<file path="src/rtl/mult_inversion_arbiter.sv">
// Round-robin arbiter sharing one GF(2^8) inverter between N_REQ byte requesters.
// Packets lock the inverter until their last byte; a tag pipeline routes results back.
module mult_inversion_arbiter #(
    parameter int NB_BYTE     = 8,
    parameter int N_REQ       = 4,
    parameter int INV_LATENCY = 2,
    parameter int NB_ID       = 2
) (
    input  logic                               i_clock,
    input  logic                               i_reset,
    input  logic [N_REQ-1:0]                   i_req_valid,
    input  logic [N_REQ-1:0]                   i_req_last,
    input  logic [N_REQ*NB_BYTE-1:0]           i_req_data,
    output logic [N_REQ-1:0]                   o_req_ready,
    output logic [NB_BYTE-1:0]                 o_inv_data,
    input  logic [NB_BYTE-1:0]                 i_inv_result,
    output logic [N_REQ-1:0]                   o_rsp_valid,
    output logic [NB_ID-1:0]                   o_rsp_id,
    output logic [NB_BYTE-1:0]                 o_rsp_data,
    output logic [$clog2(INV_LATENCY+1)-1:0]   o_inflight,
    output logic                               o_locked
);

    localparam int                NB_INF  = $clog2(INV_LATENCY + 1);
    localparam logic [NB_ID:0]    N_REQ_W = (NB_ID + 1)'(N_REQ);
    localparam logic [NB_ID-1:0]  LAST_ID = NB_ID'(N_REQ - 1);

    typedef enum logic {
        IDLE,
        LOCKED
    } state_t;

    state_t                 state_q, state_d;
    logic [NB_ID-1:0]       owner_q, owner_d;
    logic [NB_ID-1:0]       rr_ptr_q, rr_ptr_d;
    logic [INV_LATENCY-1:0] tag_vld_q, tag_vld_d;
    logic [NB_ID-1:0]       tag_id_q [INV_LATENCY];
    logic [NB_ID-1:0]       tag_id_d [INV_LATENCY];

    logic [N_REQ-1:0]       grant;
    logic [NB_ID-1:0]       grant_id;
    logic [NB_ID-1:0]       next_ptr;
    logic                   found;
    logic [NB_ID:0]         scan;
    logic [NB_ID-1:0]       scan_id;
    logic                   xfer;
    logic                   xfer_last;
    logic [NB_BYTE-1:0]     inv_data;
    logic                   last_vld;
    logic [NB_ID-1:0]       last_id;
    logic [NB_INF-1:0]      inflight;

    // Grant: fixed owner while locked, else first valid requester from rr_ptr upward.
    always_comb begin
        grant    = '0;
        grant_id = '0;
        found    = 1'b0;
        scan     = '0;
        scan_id  = '0;
        if (state_q == LOCKED) begin
            grant[owner_q] = 1'b1;
            grant_id       = owner_q;
        end else begin
            for (int i = 0; i < N_REQ; i++) begin
                scan = {1'b0, rr_ptr_q} + (NB_ID + 1)'(i);
                if (scan >= N_REQ_W) begin
                    scan = scan - N_REQ_W;
                end
                scan_id = scan[NB_ID-1:0];
                if (!found && i_req_valid[scan_id]) begin
                    found          = 1'b1;
                    grant[scan_id] = 1'b1;
                    grant_id       = scan_id;
                end
            end
        end
    end

    always_comb begin
        xfer      = |(i_req_valid & grant);
        xfer_last = |(i_req_valid & i_req_last & grant);
        next_ptr  = (grant_id == LAST_ID) ? '0 : grant_id + 1'b1;
        inv_data  = '0;
        for (int k = 0; k < N_REQ; k++) begin
            if (grant[k] && i_req_valid[k]) begin
                inv_data = i_req_data[k*NB_BYTE +: NB_BYTE];
            end
        end
    end

    always_comb begin
        state_d  = state_q;
        owner_d  = owner_q;
        rr_ptr_d = rr_ptr_q;
        unique case (state_q)
            IDLE: begin
                if (xfer) begin
                    if (xfer_last) begin
                        rr_ptr_d = next_ptr;
                    end else begin
                        state_d = LOCKED;
                        owner_d = grant_id;
                    end
                end
            end
            LOCKED: begin
                if (xfer && xfer_last) begin
                    state_d  = IDLE;
                    rr_ptr_d = next_ptr;
                end
            end
        endcase
    end

    // Tags shift every cycle in lockstep with the inverter's own pipeline.
    always_comb begin
        tag_vld_d[0] = xfer;
        tag_id_d[0]  = grant_id;
        for (int i = 1; i < INV_LATENCY; i++) begin
            tag_vld_d[i] = tag_vld_q[i-1];
            tag_id_d[i]  = tag_id_q[i-1];
        end
    end

    always_ff @(posedge i_clock or posedge i_reset) begin
        if (i_reset) begin
            state_q   <= IDLE;
            owner_q   <= '0;
            rr_ptr_q  <= '0;
            tag_vld_q <= '0;
            for (int i = 0; i < INV_LATENCY; i++) begin
                tag_id_q[i] <= '0;
            end
        end else begin
            state_q   <= state_d;
            owner_q   <= owner_d;
            rr_ptr_q  <= rr_ptr_d;
            tag_vld_q <= tag_vld_d;
            for (int i = 0; i < INV_LATENCY; i++) begin
                tag_id_q[i] <= tag_id_d[i];
            end
        end
    end

    always_comb begin
        last_vld = tag_vld_q[INV_LATENCY-1];
        last_id  = tag_id_q[INV_LATENCY-1];
        for (int k = 0; k < N_REQ; k++) begin
            o_rsp_valid[k] = last_vld && (last_id == NB_ID'(k));
        end
        inflight = '0;
        for (int i = 0; i < INV_LATENCY; i++) begin
            inflight = inflight + NB_INF'(tag_vld_q[i]);
        end
    end

    assign o_req_ready = grant;
    assign o_inv_data  = inv_data;
    assign o_rsp_id    = last_id;
    assign o_rsp_data  = last_vld ? i_inv_result : '0;
    assign o_inflight  = inflight;
    assign o_locked    = (state_q == LOCKED);

endmodule

</file>
<file path="config.mk">
export PLATFORM = sky130hd
export DESIGN_NAME = mult_inversion_arbiter
export DESIGN_NICKNAME = d
export VERILOG_FILES = /design/src/rtl/mult_inversion_arbiter.sv
export SDC_FILE = /design/constraint.sdc
export NUM_CORES = 1
export LEC_CHECK = 0
export CELL_PAD_IN_SITES_DETAIL_PLACEMENT = 0
export CELL_PAD_IN_SITES_GLOBAL_PLACEMENT = 2
export CORE_ASPECT_RATIO = 1.5
export CORE_MARGIN = 2
export CORE_UTILIZATION = 19
export DETAILED_ROUTE_END_ITERATION = 10
export PLACE_DENSITY_LB_ADDON = 0.1
export SLEW_MARGIN = 20
export SYNTH_ARGS = -nofsm -noshare
export SYNTH_HDL_FRONTEND = slang
export SYNTH_SLANG_ARGS = --single-unit
</file>
<file path="constraint.sdc">
create_clock -name i_clock -period 3.7 [get_ports i_clock]
set_input_delay 0.925 -clock i_clock [delete_from_list [all_inputs] [get_ports i_clock]]
set_output_delay 0.925 -clock i_clock [all_outputs]
set_load 0.005 [all_outputs]
</file>
Word-level counts from Yosys, hierarchy flattened
Index checks and enable logic that the tools add are counted.
- $add $sub $neg: 9
- order comparisons: 14
- eq/ne operators: 7
- multiplexer cells: 59
- bitwise operators: 8
- reductions and logical operators: 25
- operators by type and width (cell ; number):
    2-to-1 mux 8 bit ; 5
    2-to-1 mux 2 bit ; 17
    2-to-1 mux 4 bit ; 8
    2-to-1 mux 1 bit ; 18
    logical AND 1 bit ; 17
    less-than comparator 2 x 3 -> 1 bit, second input constant ; 5
    AND 4 bit ; 3
    bitwise OR 4 bit ; 3
    demux 1 bit (select 2 bit) ; 5
    >= comparator 2 x 1 -> 1 bit, second input constant ; 5
    >= comparator 3 bit, second input constant ; 3
    binary-select mux 1 bit (select 2 bit) ; 4
    OR reduction 4 bit ; 2
    subtractor 2 x 1 -> 2 bit, second input constant ; 4
    adder 2 x 2 -> 3 bit, second input constant ; 2
    equality test 2 bit, second input constant ; 3
    AND reduction 3 bit ; 2
    inequality test 2 bit, second input constant ; 2
    one-hot mux 2 bit (2 select lines) ; 1
    adder 2 x 1 -> 3 bit, second input constant ; 1
    >= comparator 2 x 3 -> 1 bit, second input constant ; 1
    logical NOT 1 bit ; 3
    adder 1 x 1 -> 2 bit ; 1
    adder 2 x 1 -> 2 bit, second input constant ; 1
    5 further kinds ; 6
- bits in registers: 11
- output and inout bits: 29
- logic and storage cells: 128

Longest topological paths before layout
- depth in word-level cells: 24
- depth in mapped cells: 13
- depth with buffers taken out: 10

Worst setup path after synthesis
OpenSTA, ideal clock, no wires.
- path kind: register to output
- from: register rr_ptr_q[0]
- to: output o_inv_data[0]
- data arrival time: 3053 ps
- setup slack: -278 ps
- stages on the path, launching flop included: 14
- path buffers: 3
- cells stage by stage: dfrtp_1 > buf_4 > inv_1 > ha_1 > buf_6 > mux2_4 > and3_4 > a2111oi_4 > o2bb2ai_1 > o21a_1 > buf_6 > nor2_1 > a221oi_1 > o31ai_1
- longest elaborated chain between the ends: 24
- RTL lines (item ; line ; text):
    start: declaration ; 35 ; logic [NB_ID-1:0] rr_ptr_q, rr_ptr_d;
    start signal: assignment ; 137 ; rr_ptr_q <= rr_ptr_d;
    branches (longest 17 deep; another with adder 2 x 1 -> 3 bit) ; n/a ;
    2-to-1 mux 4 bit (*) ; 70 ; if (!found && i_req_valid[scan_id]) begin
    2-to-1 mux 4 bit (*) ; 60 ; if (state_q == LOCKED) begin
    logical AND 1 bit ; 85 ; if (grant[k] && i_req_valid[k]) begin
    2-to-1 mux 8 bit (3 in series) ; 85 ;
    2-to-1 mux 8 bit (*) ; 85 ;
    end: declaration ; 15 ; output logic [NB_BYTE-1:0] o_inv_data,
Mark *: on every way between the ends. The select of a mux whose other input is x is not followed.

Worst setup path in the final report
- from: register rr_ptr_q[0]
- to: output o_inv_data[5]
The elaborated chain is that of the path after synthesis.

==> results by group <==
Logic synthesis
  – Yosys top cell area share: 18.7%
  – Ys flop type: dfrtp_1
  – Syn Inst Count: 178
  – Post-Synth XOR/XNOR Area: 0%
  – Post-synthesis compound-gate area fraction: 28.8%
  – Area leader, netlist: dfrtp_1
  – Synthesized Nets: 236
  – Post-synthesis average cell area: 8.27 µm²
  – Adder-Cell Fraction of Synth Area: 6.80%
  – Post-Synth Simple-Gate Area: 24.0%
  – Synth top area cells: dfrtp_1 19%, ha_1 6.8%, nand2_1 5.1%
  – Yosys warns: 0
  – Cell Area, Synth: 0.00147 mm²
  – Multiplexer share of the synthesized area: 14.8%
  – Synth Register Bits: 11
  – Unique masters post-synth: 52
  – Async S/R FF share, synth: 100%
  – Largest family of logic cells by synthesized area: compound AO/OA/AOI/OAI gates
  – Post-synth EDFFs: 0
  – Most frequent cell after synthesis: nand2_1
  – Register area share after synthesis: 18.7%
  – Most common library cells after synthesis: 20 x nand2_1, 13 x nor2_1, 11 x dfrtp_1

Clock tree
  – CTS tree: yes
  – H-tree levels: 1
  – Root Buffer: clkbuf_16
  – CTS buffer count: 3
  – Hold_buf cts: 0
  – CTS Sinks: 11
  – Clock tree buffer depth: 2
  – Latest clock arrival within the worst-skew pair: 230 ps
  – Worst-path clk slew: 40 ps

Route
  – Post-route antenna net violation count: 0
  – DR pass1 iterations: 4
  – WL final: 6000 µm
  – WL/cell: 14.7 µm
  – DR top layer: met4
  – WL met2: 3170 µm
  – DR vias: 1861
  – # DRC: 0
  – Met3 wire len: 442 µm
  – DR iter-0 viols: 36
  – Met1 wire length: 2280 µm
  – Vias per inst: 4.56

STA
  – Max frequency: 260 MHz
  – Final setup margin: -139 ps
  – Setup violators final: 8
  – Setup_tns: -870 ps
  – RSZ-0062 raised after global routing: true
  – Worst Skew: 0.823 ps
  – Final Hold Vio Count: 0
  – Min Tclk post-route: 3840 ps
  – Rel. slew slack: 68.0%
  – Worst-margin pin slew: 473 ps
  – Final worst path period share: 104%
  – Number of max-slew violations in the final report: 0

Power
  – Psw: 1.05 mW
  – Sw Share: 40.9%
  – Sequential share of power: 9.6%
  – LEAKAGE: 1.28 nW
  – Combinational Power Share: 83.0%
  – Int Power: 1.52 mW
  – Clock share of power: 7.5%
  – PwrDens: 848 mW/mm²
  – Worst vdd ir: 0.329 mV
  – Total power draw: 2.57 mW

GRT
  – Antenna violations before repair: 0
  – Vias in the first global route: 1893
  – Gr usage total: 14.0%
  – GR Overflow Total: 0
  – First-pass GRT wire length: 9240 µm
  – Largest net degree at the start of global routing: 22

Critical path
  – Max FO, Critical Path: 5
  – CP Class: flip-flop to primary output
  – R2R depth: 12
  – CP startpoint: rr_ptr_q[0]
  – Critical Path End: o_inv_data[5]
  – Reg-to-reg endpoint: owner_q[0]
  – Flop-to-flop setup slack: 310 ps
  – Critical Path Sink Type: primary output
  – Critical path startpoint category: flip-flop
  – Worst Path Arrival: 2910 ps
  – Worst R2R Start: rr_ptr_q[0]
  – WP data required: 2770 ps

Floorplan
  – Core area: 0.00756 mm²
  – Die Width: 75.9 µm
  – Die area: 0.00849 mm²
  – Initial core utilization: 19.5%
  – Die Ht: 112 µm
  – Row cnt: 39
  – IO Count: 79

Run
  – Max-Cap Viols: 0

Placed design
  – Gpl congestion: 0.817
  – Post-place setup slack: -1190 ps
  – IO buf count: 78
  – Post-DP HPWL: 4780 µm

Finish
  – Area grow syn2layout: 106%
  – Antenna diode count: 0
  – Nets: 365
  – Fillers: 798
  – Layout cell share with drive strength beyond 1: 37.9%

Status
  – Failing checks: negative setup slack
  – Status: finished, violations left

Min path
  – Hold Crit Class: flip-flop to flip-flop
-- worst min-delay path by stage --
stage | depth (start not counted) | from | endpoint | slack (ps)
finish | 0 | tag_id_d[1] | o_rsp_id[1] | 350
detailed placement | 0 | tag_id_d[1] | o_rsp_id[1] | 340
CTS | 0 | tag_id_d[1] | o_rsp_id[1] | 350
global placement | 0 | tag_id_d[0] | o_rsp_id[0] | 330
floorplan | 0 | tag_id_d[0] | o_rsp_id[0] | 330
global route | 0 | tag_id_d[1] | o_rsp_id[1] | 360
-- worst max-delay path: stages (launching register included) --
cell	delay, ps
dfrtp_1	390
inv_2	70
ha_4	310
mux2_4	330
mux2i_4	170
mux2_4	310
a221o_1	330
nand3_2	110
nor2_4	60
buf_4	140
a221oi_2	230
o31ai_1	90
buf_2	130
-- cells in the final DEF, fill, tap and decap left out, types with 3 or more instances in the layout --
cell type,count
clkdlybuf4s50_1,64
buf_8,3
a221oi_2,8
buf_6,7
a31oi_2,4
and3_1,3
and2_1,9
o31ai_1,9
buf_12,3
nor2_1,12
nand2_1,20
o21ai_0,6
buf_4,48
buf_2,8
dfrtp_1,11
inv_1,8
mux2_4,6
mux2_2,4
clkbuf_16,3
nand3_1,7
mux2i_4,3
ha_1,7
-- timing repair --
item | in CTS | in global routing
resized for setup | 94 | 6
setup endpoints to repair | 16 | 12
buffers inserted | 14 | 1
pin swaps | 21 | 10
-- area by class of cell --
class	count	area, µm²	area share (%)
multi-input combinational	146	1260	41.7
clock inverter	1	5.00	0.165
tap	102	128	4.21
timing repair buffer	135	1250	41.1
inverter	10	37.5	1.24
clock buffer	3	75.1	2.48
sequential	11	275	9.08
-- routing by layer --
| layer | GRT usage, % | vias to the layer above |
|---|---|---|
| met5 | 0 | - |
| li1 | - | 925 |
| met1 | 15.4 | 865 |
| met3 | 1.54 | 6 |
| met2 | 26.4 | 65 |
| met4 | 4.21 | 0 |
-- power groups by stage --
stage	Combinational, mW	Sequential [mW]	Clock, mW
after floorplan	1.02	0.238	0
after global placement	1.97	0.247	0
after detailed placement	1.95	0.248	0
after CTS	2.12	0.247	0.196
after global routing	2.33	0.257	0.206
final	2.13	0.246	0.192
-- kinds of logic after synthesis --
kind of cell / after synthesis
adders and majority gates: 8
DFF: 11
muxes: 17
buffers and inverters: 21
AOI/OAI and AO/OA: 53
and+or+nand+nor: 68
-- state kept, by name, indices dropped and copies added (netlist names), named ones only --
name,cells
o_rsp_id,2
owner_q,2
rr_ptr_q,2
tag_id_d,2
tag_vld_q,2
-- per-stage QoR --
stage	area [µm²]	instances	hold WS, ps	utilization (%)
after floorplan	1510	178	331	-
after global routing	3030	408	357	40.1
after detailed placement	2690	389	343	35.5
after global placement	2690	389	334	35.5
after CTS	3000	407	352	39.7
final	3030	408	352	40.1
(Power assumes the default switching activity.)
